$ cat src/rtl/hazard_pkg.sv
// Shared definitions for the pipeline hazard sequencer: sequencer state
// encoding and the architectural zero-register index.
package hazard_pkg;

  typedef enum logic {
    RUN  = 1'b0,
    WAIT = 1'b1
  } state_t;

  localparam logic [4:0] REG_ZERO = 5'd0;

endpackage

$ cat src/rtl/md_busy_counter.sv
// Tracks the outstanding multiply/divide latency: loads on issue, counts down
// every cycle, and flags busy while the HI/LO result is still pending.
module md_busy_counter
  import hazard_pkg::*;
#(
  parameter int MD_LATENCY = 32
) (
  input  logic clk,
  input  logic rst,
  input  logic load,
  output logic busy
);

  localparam int CW = $clog2(MD_LATENCY + 1);
  localparam logic [CW-1:0] LOAD_VAL = CW'(MD_LATENCY);

  logic [CW-1:0] count;

  // A new issue while busy simply restarts the full latency.
  always_ff @(posedge clk) begin
    if (rst) begin
      count <= '0;
    end else if (load) begin
      count <= LOAD_VAL;
    end else if (count != '0) begin
      count <= count - CW'(1);
    end
  end

  assign busy = (count != '0);

endmodule

$ cat src/rtl/hazard_ctrl.sv
// Pipeline hazard and stall sequencer: drives the PC and pipeline-register
// enables/flushes, tracks memory wait states and keeps stall/flush counters.
module hazard_ctrl
  import hazard_pkg::*;
#(
  parameter int MD_LATENCY  = 32,
  parameter int MEM_TIMEOUT = 255,
  parameter int CNT_W       = 32
) (
  input  logic             clk,
  input  logic             rst,
  input  logic [4:0]       id_rs,
  input  logic [4:0]       id_rt,
  input  logic             id_uses_rt,
  input  logic             id_jump,
  input  logic             id_md_read,
  input  logic             ex_mem_read,
  input  logic [4:0]       ex_rd,
  input  logic             ex_branch_taken,
  input  logic             ex_md_start,
  input  logic             mem_req,
  input  logic             dmem_ready,
  output logic             pc_we,
  output logic             ifid_we,
  output logic             idex_we,
  output logic             exmem_we,
  output logic             memwb_we,
  output logic             ifid_flush,
  output logic             idex_flush,
  output logic             md_busy,
  output logic             mem_err,
  output logic [CNT_W-1:0] stall_cycles,
  output logic [CNT_W-1:0] flush_events,
  output logic             state
);

  localparam int WCNT_W = $clog2(MEM_TIMEOUT + 1);
  localparam logic [WCNT_W-1:0] WCNT_MAX = WCNT_W'(MEM_TIMEOUT);

  state_t            state_q;
  logic [WCNT_W-1:0] wcnt;
  logic [WCNT_W-1:0] wcnt_next;
  logic              freeze;
  logic              lu;
  logic              mds;
  logic              md_pending;

  assign freeze = mem_req & ~dmem_ready;
  assign lu     = ex_mem_read & (ex_rd != REG_ZERO) &
                  ((ex_rd == id_rs) | (id_uses_rt & (ex_rd == id_rt)));
  assign md_busy = md_pending & ~rst;
  assign mds     = id_md_read & md_busy;
  assign state   = state_q;

  // A start seen while frozen is dropped; the EX stage still holds it and
  // presents it again on the first unfrozen cycle.
  md_busy_counter #(
    .MD_LATENCY(MD_LATENCY)
  ) u_md_busy_counter (
    .clk (clk),
    .rst (rst),
    .load(ex_md_start & ~freeze),
    .busy(md_pending)
  );

  // Priority mux: freeze > taken branch > load-use / HI-LO stall > jump.
  always_comb begin
    pc_we      = 1'b1;
    ifid_we    = 1'b1;
    idex_we    = 1'b1;
    exmem_we   = 1'b1;
    memwb_we   = 1'b1;
    ifid_flush = 1'b0;
    idex_flush = 1'b0;
    if (!rst) begin
      if (freeze) begin
        pc_we    = 1'b0;
        ifid_we  = 1'b0;
        idex_we  = 1'b0;
        exmem_we = 1'b0;
        memwb_we = 1'b0;
      end else if (ex_branch_taken) begin
        ifid_flush = 1'b1;
        idex_flush = 1'b1;
      end else if (lu | mds) begin
        pc_we      = 1'b0;
        ifid_we    = 1'b0;
        idex_flush = 1'b1;
      end else if (id_jump) begin
        ifid_flush = 1'b1;
      end
    end
  end

  // wcnt counts consecutive frozen cycles and saturates at the timeout.
  always_comb begin
    wcnt_next = '0;
    if (freeze) begin
      wcnt_next = (wcnt == WCNT_MAX) ? WCNT_MAX : wcnt + WCNT_W'(1);
    end
  end

  always_ff @(posedge clk) begin
    if (rst) begin
      state_q <= RUN;
      wcnt    <= '0;
      mem_err <= 1'b0;
    end else begin
      case (state_q)
        RUN:     if (freeze)  state_q <= WAIT;
        WAIT:    if (!freeze) state_q <= RUN;
        default: state_q <= RUN;
      endcase
      wcnt <= wcnt_next;
      if (wcnt_next == WCNT_MAX) begin
        mem_err <= 1'b1;
      end
    end
  end

  always_ff @(posedge clk) begin
    if (rst) begin
      stall_cycles <= '0;
      flush_events <= '0;
    end else begin
      if (!pc_we && (stall_cycles != '1)) begin
        stall_cycles <= stall_cycles + CNT_W'(1);
      end
      if ((ifid_flush | idex_flush) && (flush_events != '1)) begin
        flush_events <= flush_events + CNT_W'(1);
      end
    end
  end

endmodule

$ cat config.mk
export PLATFORM = sky130hd
export DESIGN_NAME = hazard_ctrl
export DESIGN_NICKNAME = d
export VERILOG_FILES = /design/src/rtl/hazard_pkg.sv /design/src/rtl/md_busy_counter.sv /design/src/rtl/hazard_ctrl.sv
export SDC_FILE = /design/constraint.sdc
export NUM_CORES = 1
export LEC_CHECK = 0
export CAP_MARGIN = 15
export CORE_UTILIZATION = 55
export CTS_CLUSTER_SIZE = 12
export DETAILED_ROUTE_END_ITERATION = 8
export GPL_TIMING_DRIVEN = 0
export PLACE_DENSITY_LB_ADDON = 0.3
export SYNTH_ARGS = -nofsm -noshare
export SYNTH_HDL_FRONTEND = slang
export SYNTH_HIERARCHICAL = 1
export SYNTH_SLANG_ARGS = --single-unit
$ cat constraint.sdc
create_clock -name clk -period 4.9 [get_ports clk]
set_input_delay 1.225 -clock clk [delete_from_list [all_inputs] [get_ports clk]]
set_output_delay 1.225 -clock clk [all_outputs]
set_load 0.05 [all_outputs]
Word level (Yosys, flattened, before mapping)
Cells that the tools add are included.
{ "op_classes": {"reduce_logical": 7, "n_div": 0, "shift": 0, "bitwise_logic": 13, "order_cmp": 0, "mux": 20, "addsub": 4, "n_eq_ne": 6, "multipliers": 0} }
{ "op_table": {"columns": ["operator", "count"], "rows": [
  ["32-bit by 1-bit adder with 32-bit output (second input constant)", 2],
  ["32-bit inequality test (second input constant)", 2],
  ["8-bit equality test (second input constant)", 2],
  ["1-bit 2-to-1 mux", 16],
  ["8-bit 2-to-1 mux", 2],
  ["6-bit 2-to-1 mux", 2],
  ["5-bit equality test", 2],
  ["8-bit by 1-bit adder with 8-bit output (second input constant)", 1],
  ["1-bit bitwise AND", 7],
  ["6-bit nonzero test", 1],
  ["6-bit by 1-bit subtractor with 6-bit output (second input constant)", 1],
  ["5-bit nonzero test", 1],
  ["1-bit NOT", 3],
  ["1-bit OR", 3],
  ["1-bit logical AND", 2],
  ["2-bit nonzero test", 1],
  ["2-bit OR reduction", 1],
  ["1-bit zero test", 1]
]} }
{ "word_totals": {"latch_bits": 0, "mem_bits_ro": 0, "wordCells": 57, "ram_bits": 0, "output_inout_bits": 74, "inputBits": 25, "reg_bits": 80, "n_memories": 0} }

Depth between registers and ports, before layout
{ "depth": {"ltp_word": 11, "depth_mapped": 13, "mapped_depth_nobuf": 11} }

Hierarchy
The synthesis kept the hierarchy.
{ "modules_own_cells": {"columns": ["mod", "cells_each", "area_each_um2", "instances", "seq_area_each_um2"], "rows": [
  ["hazard_ctrl", 482, 3993.8, 1, 1481.4],
  ["md_busy_counter", 33, 327.8, 1, 120.1]
]} }

Least setup slack after synthesis
OpenSTA, ideal clock, no wires.
{ "synth_path": {"kind": "input-to-output", "startpoint": "in ex_rd[1]", "endpoint": "out pc_we", "path_stages": 5, "arrival_time_ns": 3.091, "slack_ns": 0.584, "cell_sequence": "or4_1 > o21a_1 > a31oi_1 > clkbuf_1 > buf_4"} }
{ "synth_via": {"elab_chain_cells": 9, "elab_cells_between_ends": 12, "classes_between": "eq/ne (2); mux (4); bitwise (5); reduce/logical (1)"} }
{ "synth_rtl": {"columns": ["element", "line", "text"], "rows": [
  ["start: declaration", "hazard_ctrl.sv:18", "input logic [4:0] ex_rd,"],
  ["5-bit equality test", "hazard_ctrl.sv:50", "((ex_rd == id_rs) | (id_uses_rt & (ex_rd == id_rt)));"],
  ["1-bit bitwise AND", "hazard_ctrl.sv:50", null],
  ["1-bit OR", "hazard_ctrl.sv:50", null],
  ["1-bit bitwise AND (*)", "hazard_ctrl.sv:49", "assign lu = ex_mem_read & (ex_rd != REG_ZERO) &"],
  ["1-bit OR (*)", "hazard_ctrl.sv:85", "end else if (lu | mds) begin"],
  ["1-bit 2-to-1 mux (*) (4 in a row)", null, null],
  ["end: declaration", "hazard_ctrl.sv:23", "output logic pc_we,"]
]} }
Mark *: on every way between the ends. The rest lies on a longest branch, timed or not.

Final worst setup path
{ "layout_path": {"startpoint": "in ex_rd[1]", "endpoint": "out pc_we"} }
{ "layout_via": {"elab_chain_cells": 9, "elab_cells_between_ends": 12, "classes_between": "eq/ne (2); mux (4); bitwise (5); reduce/logical (1)"} }
{ "layout_rtl": {"columns": ["element", "line", "text"], "rows": [
  ["5-bit equality test", "hazard_ctrl.sv:50", null],
  ["1-bit bitwise AND", "hazard_ctrl.sv:50", null],
  ["1-bit OR", "hazard_ctrl.sv:50", null],
  ["1-bit bitwise AND (*)", "hazard_ctrl.sv:49", null],
  ["1-bit OR (*)", "hazard_ctrl.sv:85", null],
  ["1-bit 2-to-1 mux (*)", "hazard_ctrl.sv:85", null],
  ["1-bit 2-to-1 mux (*)", "hazard_ctrl.sv:82", "end else if (ex_branch_taken) begin"],
  ["1-bit 2-to-1 mux (*)", "hazard_ctrl.sv:76", "if (freeze) begin"],
  ["1-bit 2-to-1 mux (*)", "hazard_ctrl.sv:75", "if (!rst) begin"]
]} }
Marks and branches as above.

==> results.json <==
{
  "slew_headroom_pct": 45.1,
  "synth-edff-count": 0,
  "cts_tree": "yes",
  "hpwl_mm": 8.52,
  "synth-main-ff-cell": "dfxtp_1",
  "clk_path_buf_depth": 2,
  "port_buffers": 98,
  "synth_area_um2": 4320,
  "post-route-period-util_pct": 97.8,
  "clockRootBuffer": "clkbuf_8",
  "peakVddDrop_uv": 245,
  "regArea_um2": 1600,
  "rows": 31,
  "utilization_pct": 75.8,
  "slew_violations": 0,
  "antenna_found_initial": 0,
  "worst_hold_slack_ns": 0.482,
  "finalNetCount": 654,
  "netlist.top_cell.by_area": "dfxtp_1",
  "clock_sinks": 80,
  "required_ns": 3.67,
  "startpoint": "ex_rd[1]",
  "drc": 0,
  "r2r-start": "u_md_busy_counter/count[0]$_SDFFE_PP0P_",
  "cp_max_fo": 11,
  "grt_max_degree": 16,
  "clk_latency_ns": 0.37,
  "hp-class": "flip-flop to flip-flop",
  "multi_input_area_um2": 2490,
  "final_layout_size_suffix_gt1_share_pct": 9.86,
  "antennaDiodeCount": 0,
  "syn2layout_area_growth_pct": 30.0,
  "worstSetupPathType": "primary input to output pin",
  "setup_viol": 0,
  "ys_ff_latch": 80,
  "fillCellCount": 587,
  "drt_first_pass_iters": 6,
  "synth_commonest_cells": "dfxtp_1 (80), a21oi_1 (64), nand3_1 (29)",
  "die_y_um": 90.6,
  "synthTopCellsByArea": "dfxtp_1 (37%), a21oi_1 (7.4%), or4_1 (4.7%)",
  "crit_path_start_kind": "primary input",
  "syn-instance-count": 515,
  "fin_crit_ns": 4.79,
  "numCtsBuffers": 9,
  "synth.avg_cell_area_um2": 8.39,
  "hold_viol": 0,
  "vias": 4690,
  "post-synth-top-count-cell": "dfxtp_1",
  "async_reset_ff_share_pct": 0,
  "detail_route.wl_per_cell_um": 16.4,
  "cts_setup_buffers": 0,
  "grt_pass1_vias": 4224,
  "io_pins": 99,
  "gp_congestion": 0.866,
  "ant_nets": 0,
  "fin_skew_ns": 0.0123,
  "start_util_pct": 58.3,
  "cts.reportedPaths.clkPinSlew_ns": 0.08,
  "status": "complete, no violations",
  "grt_pass1_wl_mm": 19.5,
  "fp.dieW_um": 90.6,
  "grt_usage_pct": 29.0,
  "overflow": 0,
  "synth_cell_types": 60,
  "seq_area_frac_synth_pct": 37.1,
  "p_leak_uw": 0.00177,
  "wl_mm": 11.9,
  "drt-initial-drc-count": 308,
  "max_clock_freq_ghz": 0.209,
  "fp.coreArea_um2": 7410,
  "ctsHoldBuffers": 0,
  "min_from": "mem_err$_SDFFE_PP0N_",
  "maxCapViolCount": 0,
  "yosysWarnings": 6,
  "worst_slew_pin_slew_ns": 0.816,
  "grt_setup_unrepaired": "false",
  "crit_arrival_ns": 3.57,
  "synthDominantCellAreaShare_pct": 37.1,
  "cp-end-kind": "output pin",
  "cts_max_level": 3,
  "die_area_um2": 8220,
  "synth_nets": 545,
  "powerDensity_nw_per_um2": 282,
  "tns_ns": 0,
  "vias_per_cell": 6.44
}
==> layer usage <==
metal  part of all wire, %  global-route usage, %
met2                    49                   50.4
met5                     0                      0
met1                    39                   34.9
met4                   2.9                   14.5
met3                   8.7                   3.70
==> path summary, 6_finish.rpt <==
path	slack, ns	end	cells after the start
max reg2reg	1.99	flush_events[19]$_SDFFE_PP0P_	12
max	0.11	pc_we	7
min reg2reg	0.48	mem_err$_SDFFE_PP0N_	1
min	0.48	mem_err$_SDFFE_PP0N_	1
==> metrics by stage <==
step                      setup slack [ns]  std cells  power [uW]  cell area, um2
after floorplan                      0.584        515        1030            4320
after global placement              -0.347        712        1120            5430
after detailed placement            -0.398        712        1140            5430
after CTS                           0.0197        728        1580            5610
after global routing                0.0542        728        1650            5620
final                                0.106        728        1580            5620
==> cells in the final DEF, fill, tap and decap left out, types with 3 or more instances in the layout <==
cell,synthesis,final
o31ai_1,26,26
buf_4,13,13
buf_2,5,5
nand2_1,27,27
a31oi_1,3,3
nor3_1,8,8
xnor2_1,14,14
and3_1,7,7
o311ai_0,7,7
nand3_1,29,29
nor4_1,10,10
a21oi_1,64,64
nor2_1,21,21
nand4_1,22,22
dfxtp_1,80,80
clkbuf_2,0,3
clkdlybuf4s50_1,0,94
or3_1,25,25
o41ai_1,8,8
inv_1,12,12
clkinvlp_4,0,3
nor2b_1,5,5
ha_1,5,5
and2_1,3,3
clkbuf_8,0,9
xor2_1,4,4
o21ai_0,27,27
clkbuf_1,14,11
and4_1,8,8
or4_1,27,27
==> cell families after synthesis <==
group | share of synthesized area [%]
flip-flops | 37.1
XOR/XNOR | 3.65
adder cells (fa/ha/maj) | 1.45
buffers and inverters | 5.27
AO/OA/AOI/OAI | 20.9
AND/OR/NAND/NOR | 30.6
multiplexers | 1.01
==> layout make-up <==
cell class	instances	share of cell area, %
clock inverter	7	1.00
clock buffer	9	2.20
sequential	80	28.5
buffer	32	3.18
inverter	14	0.935
multi-input combinational	389	44.4
tap	99	2.20
timing repair buffer	98	17.6
==> critical path, stage by stage <==
cell and delay (ns):
clkdlybuf4s50_1 0.47, or4_1 0.55, o21a_1 0.23, a31oi_1 0.33, clkbuf_2 0.27, buf_4 0.13
clkdlybuf4s15_2 0.35
==> power by group <==
group | switching (uW) | total [uW] | internal (uW)
sequential | 30.0 | 706 | 676
combinational | 247 | 424 | 177
clock | 266 | 455 | 189
==> sequential cells by signal, indices dropped and copies added (netlist names) <==
| register | cells |
|---|---|
| state | 1 |
| u_md_busy_counter/count | 6 |
| mem_err | 1 |
| flush_events | 32 |
| wcnt | 8 |
| stall_cycles | 32 |
==> what timing repair did <==
| item | in CTS | in global routing |
|---|---|---|
| pin swaps | 0 | 0 |
| resized for setup | 8 | 4 |
| setup endpoints to repair | 4 | 3 |
Note: power is estimated with default switching activity, not from simulation.
==> edit 1: new RTL, same flow settings <==
Change the package constant `REG_ZERO` from 5'd0 to 5'd1.
--- a/src/rtl/hazard_pkg.sv
+++ b/src/rtl/hazard_pkg.sv
@@ -9,3 +9,3 @@
 
-  localparam logic [4:0] REG_ZERO = 5'd0;
+  localparam logic [4:0] REG_ZERO = 5'd1;
 
Function: changed (a bounded check fails within 4 cycles, from zero or initial values and one cycle with rst high).
==> edit 1 against the original RTL <==
Total power grew 0.60%. Synthesized cell count rose by 1.2%. Non-clock buffer count did not move. Sequential cell count unchanged. Worst setup slack improved by 15 ps. Final area up 0.87%. Cell count increased by 1.2%. Area after synthesis up 0.96%. Wire length rose by 1.4%. Critical path type unchanged. Critical endpoint unchanged.
==> edit 1: results (changes against the original RTL) <==
CP Launch Point=ex_rd[2] (was ex_rd[1]); final net count=660 (was 654); status=finished, final reports clean (unchanged); Layout Skew=15.1 ps (was 12.3 ps); placed cells=721 (was 712); largest fanout on the critical path=11 (unchanged); final WL=12,100 um (was 11,900 um); first-pass GRT wire length=20,200 um (was 19,500 um); synth cell count leaders=80 x dfxtp_1, 64 x a21oi_1, 31 x nand3_1, 31 x o21ai_0, 29 x nand2_1 (was 80 x dfxtp_1, 64 x a21oi_1, 29 x nand3_1); Worst-Skew Late Latency=370 ps (about the same); reg2reg path depth=7 (was 12); vias in the first global route=4,408 (was 4,224); VDD IR max=0.000377 V (was 0.000245 V); Synth Area in Adders=1.43% (was 1.45%); Post-Place Cell Area=0.00547 mm^2 (was 0.00543 mm^2); xor-xnor portion of the synthesized cell area=3.61% (was 3.65%); Synth Area in Compound Gates=20.8% (was 20.9%); number of setup buffers added after CTS=0 (unchanged); hold wc startpoint=wcnt[4] (was mem_err); final std cells w/o fill=737 (was 728); reg-to-reg startpoint=stall_cycles[0] (was u_md_busy_counter/count[0]); mux cell area share after synthesis=0.832% (was 1.01%); Yosys cell types=66 (was 60); Iter 0 DRT Violations=363 (was 308); LEAKAGE=1.76 nW (was 1.77 nW); top cells by area, synth=dfxtp_1 37%, a21oi_1 7.3%, or3_1 4.0%, nand3_1 3.6%, o21ai_0 3.6% (was dfxtp_1 37%, a21oi_1 7.4%, or4_1 4.7%, o31ai_1 4.5%, or3_1 3.6%); synthesized area per cell=8.37 um^2 (was 8.39 um^2); DRT Pass-1 Iters=5 (was 6); GP Congestion=0.899 (was 0.866); largest net degree at the start of global routing=17 (was 16); total vias in the final route=4,668 (was 4,690); DPL Wire Length=8790 um (was 8520 um); worst path arrival time=3550 ps (was 3570 ps); share of post-route cells with drive strength above 1=9.61% (was 9.86%); Worst-Margin Slew=783 ps (was 816 ps); DP Worst Slack=-440 ps (was -398 ps); sequential area share after synthesis=36.7% (was 37.1%); Syn Nets=551 (was 545); GRT Total Usage=29.7% (was 29.0%); Root Driver=clkbuf_8 (unchanged)
[edit 1: changes by cell type in the layout (fill, tap and decap cells not counted), sizes merged, moves of 3 or more]
cell / before / now
buf: 18 / 12
o31ai: 26 / 20
nor2: 23 / 26
o21ai: 28 / 32
clkbuf: 23 / 29
or4: 29 / 22
or3: 27 / 30
[edit 1: report_power, final]
group          internal, W  total [W]  switching, W
registers         0.000676   0.000706     0.0000304
logic             0.000177   0.000420      0.000244
clock network     0.000193   0.000467      0.000275
total              0.00105    0.00159      0.000549
[edit 1: area by class of cell]
class | count | area [um^2]
multi-input cells | 395 | 2490
fillers | 610 | 2020
flip-flops and latches | 80 | 1600
repair buffers | 98 | 987
plain buffers | 32 | 224
well taps | 102 | 128
clock buffers | 9 | 124
clock inverters | 7 | 60.1
inverters | 14 | 52.6
[edit 1: logic make-up (layout without fill, tap and decap cells)]
group | count (synthesis) | count (layout)
AOI/OAI and AO/OA | 149 | 149
xor gates and xnor gates | 18 | 18
buffers and inverters | 46 | 160
DFF | 80 | 80
muxes | 3 | 3
and+or+nand+nor | 220 | 220
adders and majority gates | 5 | 5
[edit 1: final timing paths]
kind	to	slack (ps)
setup / recovery	pc_we	120
hold / removal	wcnt[4]	500
hold reg to reg	wcnt[4]	500
setup reg to reg	stall_cycles[26]	2080
[edit 1: worst max-delay path, stage by stage]
cell and delay (ps):
clkdlybuf4s50_1 520, or4b_1 570, o21a_1 230, a31oi_1 270, clkbuf_4 260, buf_4 110, clkdlybuf4s15_2 350
[edit 1: layer usage]
layer	global-route usage, %	vias to the layer above	wire, um
li1	-	2213	-
met1	36.6	2192	5110
met2	50.1	223	5870
met3	6.28	40	792
met4	12.7	0	338
met5	0	-	0
==> edit 2: new RTL, same flow settings <==
Made on the original files. Put one more register stage on the output `mem_err`, without a reset. The value now appears one clock later. The other outputs are not delayed to match.
--- a/src/rtl/hazard_ctrl.sv
+++ b/src/rtl/hazard_ctrl.sv
@@ -38,2 +38,4 @@
   localparam logic [WCNT_W-1:0] WCNT_MAX = WCNT_W'(MEM_TIMEOUT);
+
+  logic mem_err_s0;
 
@@ -106,3 +108,3 @@
       wcnt    <= '0;
-      mem_err <= 1'b0;
+      mem_err_s0 <= 1'b0;
     end else begin
@@ -115,3 +117,3 @@
       if (wcnt_next == WCNT_MAX) begin
-        mem_err <= 1'b1;
+        mem_err_s0 <= 1'b1;
       end
@@ -134,2 +136,6 @@
 
+  always_ff @(posedge clk) begin
+    mem_err <= mem_err_s0;
+  end
+
 endmodule
Behaviour: no difference found for any inputs over 10 cycles, from zero or initial values and one cycle with rst high; that may be too few to reach the edited logic, so the function may still have changed.
==> edit 2 against the original RTL <==
Cell count rose by 0.55%. Fmax increased by 1.0%. Clock power grew 7.7%. Total power up 2.5%. Sequential share of layout area increased by 0.17 points. Worst setup slack better by 50 ps. Die area grew 0.45%. Global-route usage is 0.16 points lower. Synthesized cell count rose by 0.19%. Final area increased by 0.65%. Sequential power rose by 1%. Wire length shrank 1.2%. Area after synthesis up 0.46%. Sequential cell count rose by 1. Highest routed layer unchanged.
==> edit 2: results (changes against the original RTL) <==
final net count=655 (was 654); cell family with most CP delay=buffers and inverters (unchanged); Max clock buf depth=2 (unchanged); Reg clk slew, reported paths=80 ps (about the same); GRT Total Usage=28.8% (was 29.0%); share of post-route cells with drive strength above 1=9.68% (was 9.86%); ANT cells=0 (unchanged); Iter 0 DRT Violations=278 (was 308); largest fanout on the critical path=11 (unchanged); status=finished, final reports clean (unchanged); total vias in the final route=4,610 (was 4,690); VDD IR max=0.000223 V (was 0.000245 V); GP Congestion=0.883 (was 0.866); Syn Nets=546 (was 545); H-tree depth=3 (unchanged); largest net degree at the start of global routing=14 (was 16); synth cell count leaders=81 x dfxtp_1, 64 x a21oi_1, 29 x nand3_1 (was 80 x dfxtp_1, 64 x a21oi_1, 29 x nand3_1); Net Sw Frac=31.7% (was 34.2%); sequential area share after synthesis=37.3% (was 37.1%); number of setup buffers added after CTS=0 (unchanged); worst path arrival time=3520 ps (was 3570 ps); first-pass GRT wire length=19,600 um (was 19,500 um); Worst-Skew Late Latency=350 ps (was 370 ps); wire length per cell=16.1 um (was 16.4 um); slowest CP cell=or4_1 (unchanged); # port buffers=98 (unchanged); vias in the first global route=4,372 (was 4,224); top cells by area, synth=dfxtp_1 37%, a21oi_1 7.4%, or4_1 4.7%, o31ai_1 4.5%, or3_1 3.6% (unchanged); DPL Wire Length=8550 um (was 8520 um); LEAKAGE=1.78 nW (was 1.77 nW); Layout Skew=8.95 ps (was 12.3 ps); Worst slew margin=49.6% (was 45.1%); ys async rst share=0% (unchanged); Fill cells=628 (was 587); DRT Pass-1 Iters=5 (was 6); biggest regs=flush_events x32, stall_cycles x32, wcnt x8 (unchanged)
## edit 2: worst paths after layout
kind / from / end / slack (ps) / depth (start not counted)
min: mem_err_s0 / mem_err / 360 / 0
min reg2reg: mem_err_s0 / mem_err / 360 / 0
max: ex_rd[1] / pc_we / 160 / 7
max reg2reg: u_md_busy_counter/count[0] / flush_events[19] / 2000 / 12
## edit 2: power by group through the flow
stage	sequential, W	combinational [W]	clock (W)
3_5_place_dp	0.000731	0.000417	0
3_3_place_gp	0.000727	0.000401	0
6_report	0.000716	0.000419	0.000490
2_1_floorplan	0.000733	0.000305	0
4_1_cts	0.000715	0.000418	0.000496
5_1_grt	0.000719	0.000453	0.000526
## edit 2: area by class of cell
class | count | area [um^2] | share of cell area, %
Inverter | 14 | 52.6 | 0.929
Buffer | 32 | 179 | 3.16
Multi-Input combinational cell | 389 | 2490 | 44.1
Clock buffer | 11 | 141 | 2.50
Timing Repair Buffer | 98 | 985 | 17.4
Sequential cell | 81 | 1620 | 28.7
Clock inverter | 5 | 55.1 | 0.974
Tap cell | 102 | 128 | 2.26
## edit 2: stage by stage
| stage | std cells | setup WS, ps | total power, W | instance area, um^2 | TNS (ps) |
|---|---|---|---|---|---|
| 2_1_floorplan | 516 | 584 | 0.00104 | 4340 | 0 |
| 3_3_place_gp | 716 | -363 | 0.00113 | 5450 | -665 |
| 3_5_place_dp | 716 | -397 | 0.00115 | 5450 | -806 |
| 4_1_cts | 732 | 20.6 | 0.00163 | 5650 | 0 |
| 5_1_grt | 732 | 88.4 | 0.00170 | 5650 | 0 |
| 6_report | 732 | 156 | 0.00162 | 5650 | 0 |
## edit 2: logic make-up (layout without fill, tap and decap cells)
logic type               Yosys count  count (layout)  synth area share [%]
AND/OR/NAND/NOR                  215             215                  30.5
AO/OA/AOI/OAI                    147             147                  20.8
flip-flops                        81              81                  37.3
buffers and inverters             46             160                  5.24
XOR/XNOR                          18              18                  3.63
adder cells (fa/ha/maj)            5               5                  1.44
multiplexers                       4               4                  1.01
## edit 2: routing by layer
layer	vias up	track usage (%)	wire, um
met5	-	0	0
met4	0	16.0	383
met3	36	5.64	894
met2	204	50.2	5730
met1	2161	32.9	4790
li1	2209	-	-
## edit 2: repair_timing
action,4_1_cts,5_1_grt
pin swaps,0,0
gates resized for setup,9,3
endpoints found under the setup margin,4,2
